File: src/rtl/pipe_hazard_ctrl.sv
`default_nettype none
// ============================================================================
// Module   : pipe_hazard_ctrl
// Purpose  : 5-stage pipeline sequencing (load-use stall, MEM branch flush,
//            data-memory wait with sticky watchdog). Optional perf counters
//            are enabled by defining HAZARD_PERF_CNT_EN.
// Revision : 1.0 - initial release
// ============================================================================
module pipe_hazard_ctrl #(
    parameter int REG_AW    = 5,
    parameter int STALL_MAX = 15
) (
    input  logic              clk_i,
    input  logic              rst_i,
    input  logic [REG_AW-1:0] id_rs1_i,
    input  logic [REG_AW-1:0] id_rs2_i,
    input  logic              id_uses_rs2_i,
    input  logic              ex_mem_read_i,
    input  logic [REG_AW-1:0] ex_rd_i,
    input  logic              branch_taken_i,
    input  logic              mem_busy_i,
    output logic              pc_write_o,
    output logic              ifid_write_o,
    output logic              ifid_flush_o,
    output logic              idex_hold_o,
    output logic              idex_bubble_o,
    output logic              exmem_flush_o,
    output logic              memwb_bubble_o,
    output logic [2:0]        state_o,
    output logic              watchdog_o
`ifdef HAZARD_PERF_CNT_EN
    ,
    output logic [31:0]       perf_lu_o,
    output logic [31:0]       perf_flush_o,
    output logic [31:0]       perf_wait_o
`endif
);

    typedef enum logic [2:0] {
        ST_INIT     = 3'd0,
        ST_RUN      = 3'd1,
        ST_LU_STALL = 3'd2,
        ST_MEM_WAIT = 3'd3,
        ST_FLUSH    = 3'd4
    } state_t;

    localparam logic [7:0] C_STALL_MAX = 8'(STALL_MAX);
    localparam logic [7:0] C_CNT_SAT   = 8'hFF;

    state_t     r_state;
    state_t     w_action;
    state_t     w_state_nxt;
    logic       w_load_use;
    logic [7:0] r_wait_cnt;
    logic [7:0] w_wait_cnt_inc;
    logic       r_watchdog;

    assign w_load_use = ex_mem_read_i && (ex_rd_i != '0) &&
                        ((ex_rd_i == id_rs1_i) ||
                         (id_uses_rs2_i && (ex_rd_i == id_rs2_i)));

    assign w_wait_cnt_inc = (r_wait_cnt == C_CNT_SAT) ? C_CNT_SAT
                                                      : r_wait_cnt + 8'd1;

    // The state register records the action chosen in the previous cycle;
    // a FLUSH just placed a bubble in ID/EX, so its load-use match is stale.
    always_comb begin
        w_action = ST_RUN;
        if (r_state == ST_INIT) begin
            w_action = ST_INIT;
        end else if (mem_busy_i) begin
            w_action = ST_MEM_WAIT;
        end else if (branch_taken_i) begin
            w_action = ST_FLUSH;
        end else if (w_load_use && (r_state != ST_FLUSH)) begin
            w_action = ST_LU_STALL;
        end
        w_state_nxt = (w_action == ST_INIT) ? ST_RUN : w_action;
    end

    always_comb begin
        pc_write_o     = 1'b0;
        ifid_write_o   = 1'b0;
        ifid_flush_o   = 1'b0;
        idex_hold_o    = 1'b0;
        idex_bubble_o  = 1'b0;
        exmem_flush_o  = 1'b0;
        memwb_bubble_o = 1'b0;
        case (w_action)
            ST_INIT: begin
                ifid_flush_o   = 1'b1;
                idex_bubble_o  = 1'b1;
                exmem_flush_o  = 1'b1;
                memwb_bubble_o = 1'b1;
            end
            ST_MEM_WAIT: begin
                idex_hold_o    = 1'b1;
                memwb_bubble_o = 1'b1;
            end
            ST_FLUSH: begin
                pc_write_o     = 1'b1;
                ifid_write_o   = 1'b1;
                ifid_flush_o   = 1'b1;
                idex_bubble_o  = 1'b1;
                exmem_flush_o  = 1'b1;
            end
            ST_LU_STALL: begin
                idex_bubble_o  = 1'b1;
            end
            default: begin
                pc_write_o     = 1'b1;
                ifid_write_o   = 1'b1;
            end
        endcase
    end

    always_ff @(posedge clk_i or negedge rst_i) begin
        if (!rst_i) begin
            r_state    <= ST_INIT;
            r_wait_cnt <= 8'd0;
            r_watchdog <= 1'b0;
        end else begin
            r_state <= w_state_nxt;
            if (w_action == ST_MEM_WAIT) begin
                r_wait_cnt <= w_wait_cnt_inc;
                // Set as the count reaches the limit so the flag is visible
                // during the following busy cycle.
                if (w_wait_cnt_inc == C_STALL_MAX) begin
                    r_watchdog <= 1'b1;
                end
            end else begin
                r_wait_cnt <= 8'd0;
            end
        end
    end

    assign state_o    = r_state;
    assign watchdog_o = r_watchdog;

`ifdef HAZARD_PERF_CNT_EN
    logic [31:0] r_perf_lu;
    logic [31:0] r_perf_flush;
    logic [31:0] r_perf_wait;

    always_ff @(posedge clk_i or negedge rst_i) begin
        if (!rst_i) begin
            r_perf_lu    <= 32'd0;
            r_perf_flush <= 32'd0;
            r_perf_wait  <= 32'd0;
        end else begin
            if (w_action == ST_LU_STALL) begin
                r_perf_lu <= r_perf_lu + 32'd1;
            end
            if (w_action == ST_FLUSH) begin
                r_perf_flush <= r_perf_flush + 32'd1;
            end
            if (w_action == ST_MEM_WAIT) begin
                r_perf_wait <= r_perf_wait + 32'd1;
            end
        end
    end

    assign perf_lu_o    = r_perf_lu;
    assign perf_flush_o = r_perf_flush;
    assign perf_wait_o  = r_perf_wait;
`endif

endmodule
`default_nettype wire

File: config.mk
export PLATFORM = sky130hd
export DESIGN_NAME = pipe_hazard_ctrl
export DESIGN_NICKNAME = d
export VERILOG_FILES = /design/src/rtl/pipe_hazard_ctrl.sv
export SDC_FILE = /design/constraint.sdc
export NUM_CORES = 1
export LEC_CHECK = 0
export BUFFER_PORTS_ARGS = -buffer_cell sky130_fd_sc_hd__buf_2
export CORE_ASPECT_RATIO = 1.25
export CORE_UTILIZATION = 40
export DETAILED_ROUTE_END_ITERATION = 7
export PLACE_DENSITY = 0.68
export REMOVE_ABC_BUFFERS = 1
export SETUP_SLACK_MARGIN = 0.4
export SYNTH_ARGS = -nofsm -noshare
export SYNTH_HDL_FRONTEND = slang
export SYNTH_SLANG_ARGS = --single-unit
File: constraint.sdc
create_clock -name clk_i -period 2.8 [get_ports clk_i]
set_input_delay 0.56 -clock clk_i [delete_from_list [all_inputs] [get_ports clk_i]]
set_output_delay 0.56 -clock clk_i [all_outputs]
set_load 0.005 [all_outputs]
Yosys cells after proc, flatten, opt, wreduce, memory -nomap -nowiden
Index checks and enable logic that the tools add are counted.
{"block": "word_totals", "regBits": 12, "output_inout_bits": 11}
{"block": "classes", "add_sub_neg": 1, "eq_ne": 8, "mux": 12, "n_reduce_logical": 13}
{"op": "8-bit two-way mux", "n": 2}
{"op": "3-bit two-way mux", "n": 4}
{"op": "5-bit == test", "n": 2}
{"op": "8-bit by 1-bit adder with 8-bit output (second input constant)", "n": 1}
{"op": "8-bit by 4-bit == test with 1-bit output (second input constant)", "n": 1}
{"op": "8-bit == test (second input constant)", "n": 1}
{"op": "3-bit by 2-bit == test with 1-bit output (second input constant)", "n": 2}
{"op": "3-bit logical NOT", "n": 2}
{"op": "3-bit OR reduction", "n": 2}
{"op": "1-bit two-way mux", "n": 5}
{"op": "5-bit nonzero test", "n": 1}
{"op": "1-bit logical AND", "n": 4}
{"op": "2-bit OR reduction", "n": 2}
{"op": "3-bit == test (second input constant)", "n": 1}
{"op": "3-bit inequality test (second input constant)", "n": 1}
{"op": "2-bit two-way mux", "n": 1}
{"op": "2-bit AND reduction", "n": 1}
{"op": "1-bit logical OR", "n": 1}

Longest topological paths before layout
{"block": "logic_depth", "ltp_word": 12, "depth_mapped": 6, "ltp_nobuf": 6}

Least setup slack after synthesis
Ideal clock, no wire load.
{"block": "synth_path", "kind": "in2out", "startpoint": "input port ex_rd_i[1]", "endpoint": "output port pc_write_o", "arrival_ps": 1589, "path_slack_ps": 651, "path_stages": 4, "n_path_buf": 1, "cell_sequence": "or4_1 o2111ai_2 o21a_1 buf_4"}
{"block": "synth_via", "elab_chain_len": 12}
{"item": "start, declared", "line_no": "19", "rtl": "input logic [REG_AW-1:0] ex_rd_i,"}
{"item": "5-bit == test", "line_no": "60", "rtl": "(id_uses_rs2_i && (ex_rd_i == id_rs2_i)));"}
{"item": "1-bit logical AND", "line_no": "60"}
{"item": "1-bit logical OR", "line_no": "59", "rtl": "((ex_rd_i == id_rs1_i) ||"}
{"item": "1-bit logical AND (*)", "line_no": "58", "rtl": "assign w_load_use = ex_mem_read_i && (ex_rd_i != '0) &&"}
{"item": "1-bit logical AND (*)", "line_no": "75", "rtl": "end else if (w_load_use && (r_state != ST_FLUSH)) begin"}
{"item": "2-bit two-way mux (*)", "line_no": "75"}
{"item": "3-bit two-way mux (*)", "line_no": "73", "rtl": "end else if (branch_taken_i) begin"}
{"item": "3-bit two-way mux (*)", "line_no": "71", "rtl": "end else if (mem_busy_i) begin"}
{"item": "3-bit two-way mux (*)", "line_no": "69", "rtl": "if (r_state == ST_INIT) begin"}
{"item": "3-bit by 2-bit == test with 1-bit output / 3-bit logical NOT (equally long branches)"}
{"item": "3-bit OR reduction (no line) (*)"}
{"item": "1-bit two-way mux (*)"}
{"item": "end, declared", "line_no": "22", "rtl": "output logic pc_write_o,"}
Mark *: on every way between the ends. The rest lies on a longest branch, timed or not.

Final worst setup path
{"block": "layout_path", "startpoint": "input port ex_rd_i[1]", "endpoint": "output port ifid_write_o"}
{"block": "layout_via", "elab_chain_len": 12}
{"item": "5-bit == test", "line_no": "60"}
{"item": "1-bit logical AND", "line_no": "60"}
{"item": "1-bit logical OR", "line_no": "59"}
{"item": "1-bit logical AND (*)", "line_no": "58"}
{"item": "1-bit logical AND (*)", "line_no": "75"}
{"item": "2-bit two-way mux (*)", "line_no": "75"}
{"item": "3-bit two-way mux (*)", "line_no": "73"}
{"item": "3-bit two-way mux (*)", "line_no": "71"}
{"item": "3-bit two-way mux (*)", "line_no": "69"}
{"item": "3-bit by 2-bit == test with 1-bit output / 3-bit logical NOT (equally long branches)", "line_no": "89", "rtl": "case (w_action)"}
{"item": "3-bit OR reduction (no line) (*)"}
{"item": "1-bit two-way mux (*)", "line_no": "89"}
{"item": "end, declared", "line_no": "23", "rtl": "output logic ifid_write_o,"}
Marks and branches as above.

==> qor.yml <==
clkSlewWorstSetupHoldPaths_ns: 0.07
worstMarginPinSlew_ns: 0.405
die_area_sq_um: 2120
grt_max_degree: 13
drt-initial-drc-count: 8
drive_gt1_frac: 0.328
clk_latency_ns: 0.27
drc_errors: 0
fmax_mhz: 436
synthCells: 84
yosys_register_bits: 12
yosys_warnings: 0
postRouteAntennaNets: 0
cts-buffers-inserted: 3
outcome: "complete, no violations"
die_w_um: 41.4
first_global_vias: 662
relSlewSlack: 0.729
final_nets: 140
arrival_ns: 1.73
required_ns: 2.24
post-route-util: 0.539
endpoint_kind: "output pin"
finClkSkew_ns: 0.00552
rsz0062_at_grt: "no"
cts_resized: 0
place_hpwl_um: 1250
synth_area_sq_um: 777
drt_pass1_iterations: 3
fin_crit_sh: 0.819
port_buffers: 31
root_buffer: "clkbuf_4"
rrSetupSlack_ns: 1.22
multi_input_area_sq_um: 443
dr_total_vias: 711
power.density_nw_per_um2: 375
fp.dieH_um: 51.3
ys_seq_area_frac: 0.386
routed_via_density: 5.27
fp-row-count: 17
slew_violations: 0
grt_pass1_wl_um: 2480
startpoint_type: "primary input"
track_usage: 0.153
finalCriticalPeriod_ns: 2.29
cts_hold_buf: 0
core_area_sq_um: 1790
crit_fanout: 4
setup_tns_ns: 0
cts_max_level: 1
avgSynthCellArea_sq_um: 9.25
path_class: "in2out"
maxCapViolations: 0
cts_sinks: 12
hp-class: "in2async"
finalHoldViolCount: 0
yosysUniqueCellTypes: 31
cellLeakagePower_nw: 0.453
clk_path_buf_depth: 2
cts_setup_buffers: 0
regArea_sq_um: 300
ios: 32
fillers: 174
drt_wl_total_um: 1490
hold_ws_ns: 0.157
initial_core_util: 0.435
antenna_found_initial: 0
diodes: 0
wl_per_cell_um: 11.0
finalSetupViolCount: 0
cts_tree: "built"
grt_overflow: 0
place_congestion: 0.771
ir_drop_v: 0.000277
synthToLayoutAreaGrowth_pct: 24.0
## path summary, 6_finish.rpt
check                                 to  cells past startpoint          start
setup / recovery            ifid_write_o                      5     ex_rd_i[1]
max in group asynchronous  r_wait_cnt[2]                      1          rst_i
min in group clk_i            watchdog_o                      1     watchdog_o
hold / removal             r_wait_cnt[5]                      1          rst_i
hold reg to reg               watchdog_o                      1     watchdog_o
setup reg to reg              watchdog_o                      6  r_wait_cnt[0]
## cell families (layout without fill, tap and decap cells)
family | Yosys count | after routing | synth area share
XOR/XNOR | 13 | 13 | 0.147
multiplexers | 2 | 2 | 0.0274
flip-flops | 12 | 12 | 0.386
adder cells (fa/ha/maj) | 1 | 1 | 0.0161
AO/OA/AOI/OAI | 18 | 18 | 0.169
AND/OR/NAND/NOR | 31 | 31 | 0.211
buffers and inverters | 7 | 39 | 0.0435
## synth_stat cells, drive strengths merged
| cell | instances | area share |
|---|---|---|
| mux2 | 1 | 0.014 |
| and4b | 1 | 0.013 |
| buf | 2 | 0.019 |
| or4 | 1 | 0.0097 |
| and2 | 1 | 0.0081 |
| nand2 | 6 | 0.029 |
| nor3 | 2 | 0.013 |
| mux2i | 1 | 0.013 |
| nand3 | 6 | 0.039 |
| xor2 | 1 | 0.011 |
| nor2 | 8 | 0.042 |
| o31ai | 1 | 0.0097 |
| ha | 1 | 0.016 |
| nand2b | 2 | 0.016 |
| o21ai | 2 | 0.013 |
| o21bai | 1 | 0.0097 |
| o2111ai | 1 | 0.019 |
| a21o | 2 | 0.019 |
| inv | 5 | 0.024 |
| a21oi | 7 | 0.060 |
| o22ai | 2 | 0.016 |
| and4 | 1 | 0.011 |
| a41o | 1 | 0.013 |
| o21a | 1 | 0.0097 |
| dfrtp | 12 | 0.39 |
| or3 | 2 | 0.023 |
| nand4 | 1 | 0.0081 |
| xnor2 | 12 | 0.14 |
## stage by stage
step	total power, mW	std cells	setup slack (ns)	area [sq um]
after floorplan	0.227	82	0.746	762
after global placement	0.264	132	0.516	941
after detailed placement	0.265	132	0.495	941
after CTS	0.369	135	0.492	963
after global routing	0.384	135	0.449	963
final	0.361	135	0.506	963
## layout make-up
cell class / instances / share of cell area
Timing Repair Buffer: 31 / 0.161
Clock buffer: 3 / 0.0234
Inverter: 5 / 0.0195
Tap cell: 19 / 0.0247
Sequential cell: 12 / 0.312
Multi-Input combinational cell: 65 / 0.460
## routing by layer
| layer | wire [um] | GRT usage |
|---|---|---|
| met5 | 0 | 0 |
| met4 | 24 | 0.0806 |
| met3 | 65 | 0.0353 |
| met2 | 802 | 0.292 |
| met1 | 595 | 0.151 |
## power by group
part	internal (mW)	leakage, nW	switching, mW
clock network	0.0497	0.0138	0.0511
registers	0.180	0.159	0.00646
logic	0.0377	0.281	0.0366
## sequential cells by signal, summed over array words and instances, names as in the netlist
register,flops
state_o,3
r_wait_cnt,8
watchdog_o,1
## worst max-delay path: stages
cell	delay [ns]
buf_2	0.12
or4_1	0.53
o2111ai_2	0.25
o21a_1	0.16
buf_2	0.11
## placed cells by master (no fill, tap or decap), types with 2 or more instances in the layout
cell,n
buf_2,31
o21ai_0,2
nor2_1,7
a21o_1,2
nand3_1,6
inv_1,5
o22ai_1,2
nand2_1,6
a21oi_1,6
nor3_1,2
xnor2_1,12
nand2b_1,2
clkbuf_4,3
dfrtp_1,12
Note: power is estimated with default switching activity, not from simulation.
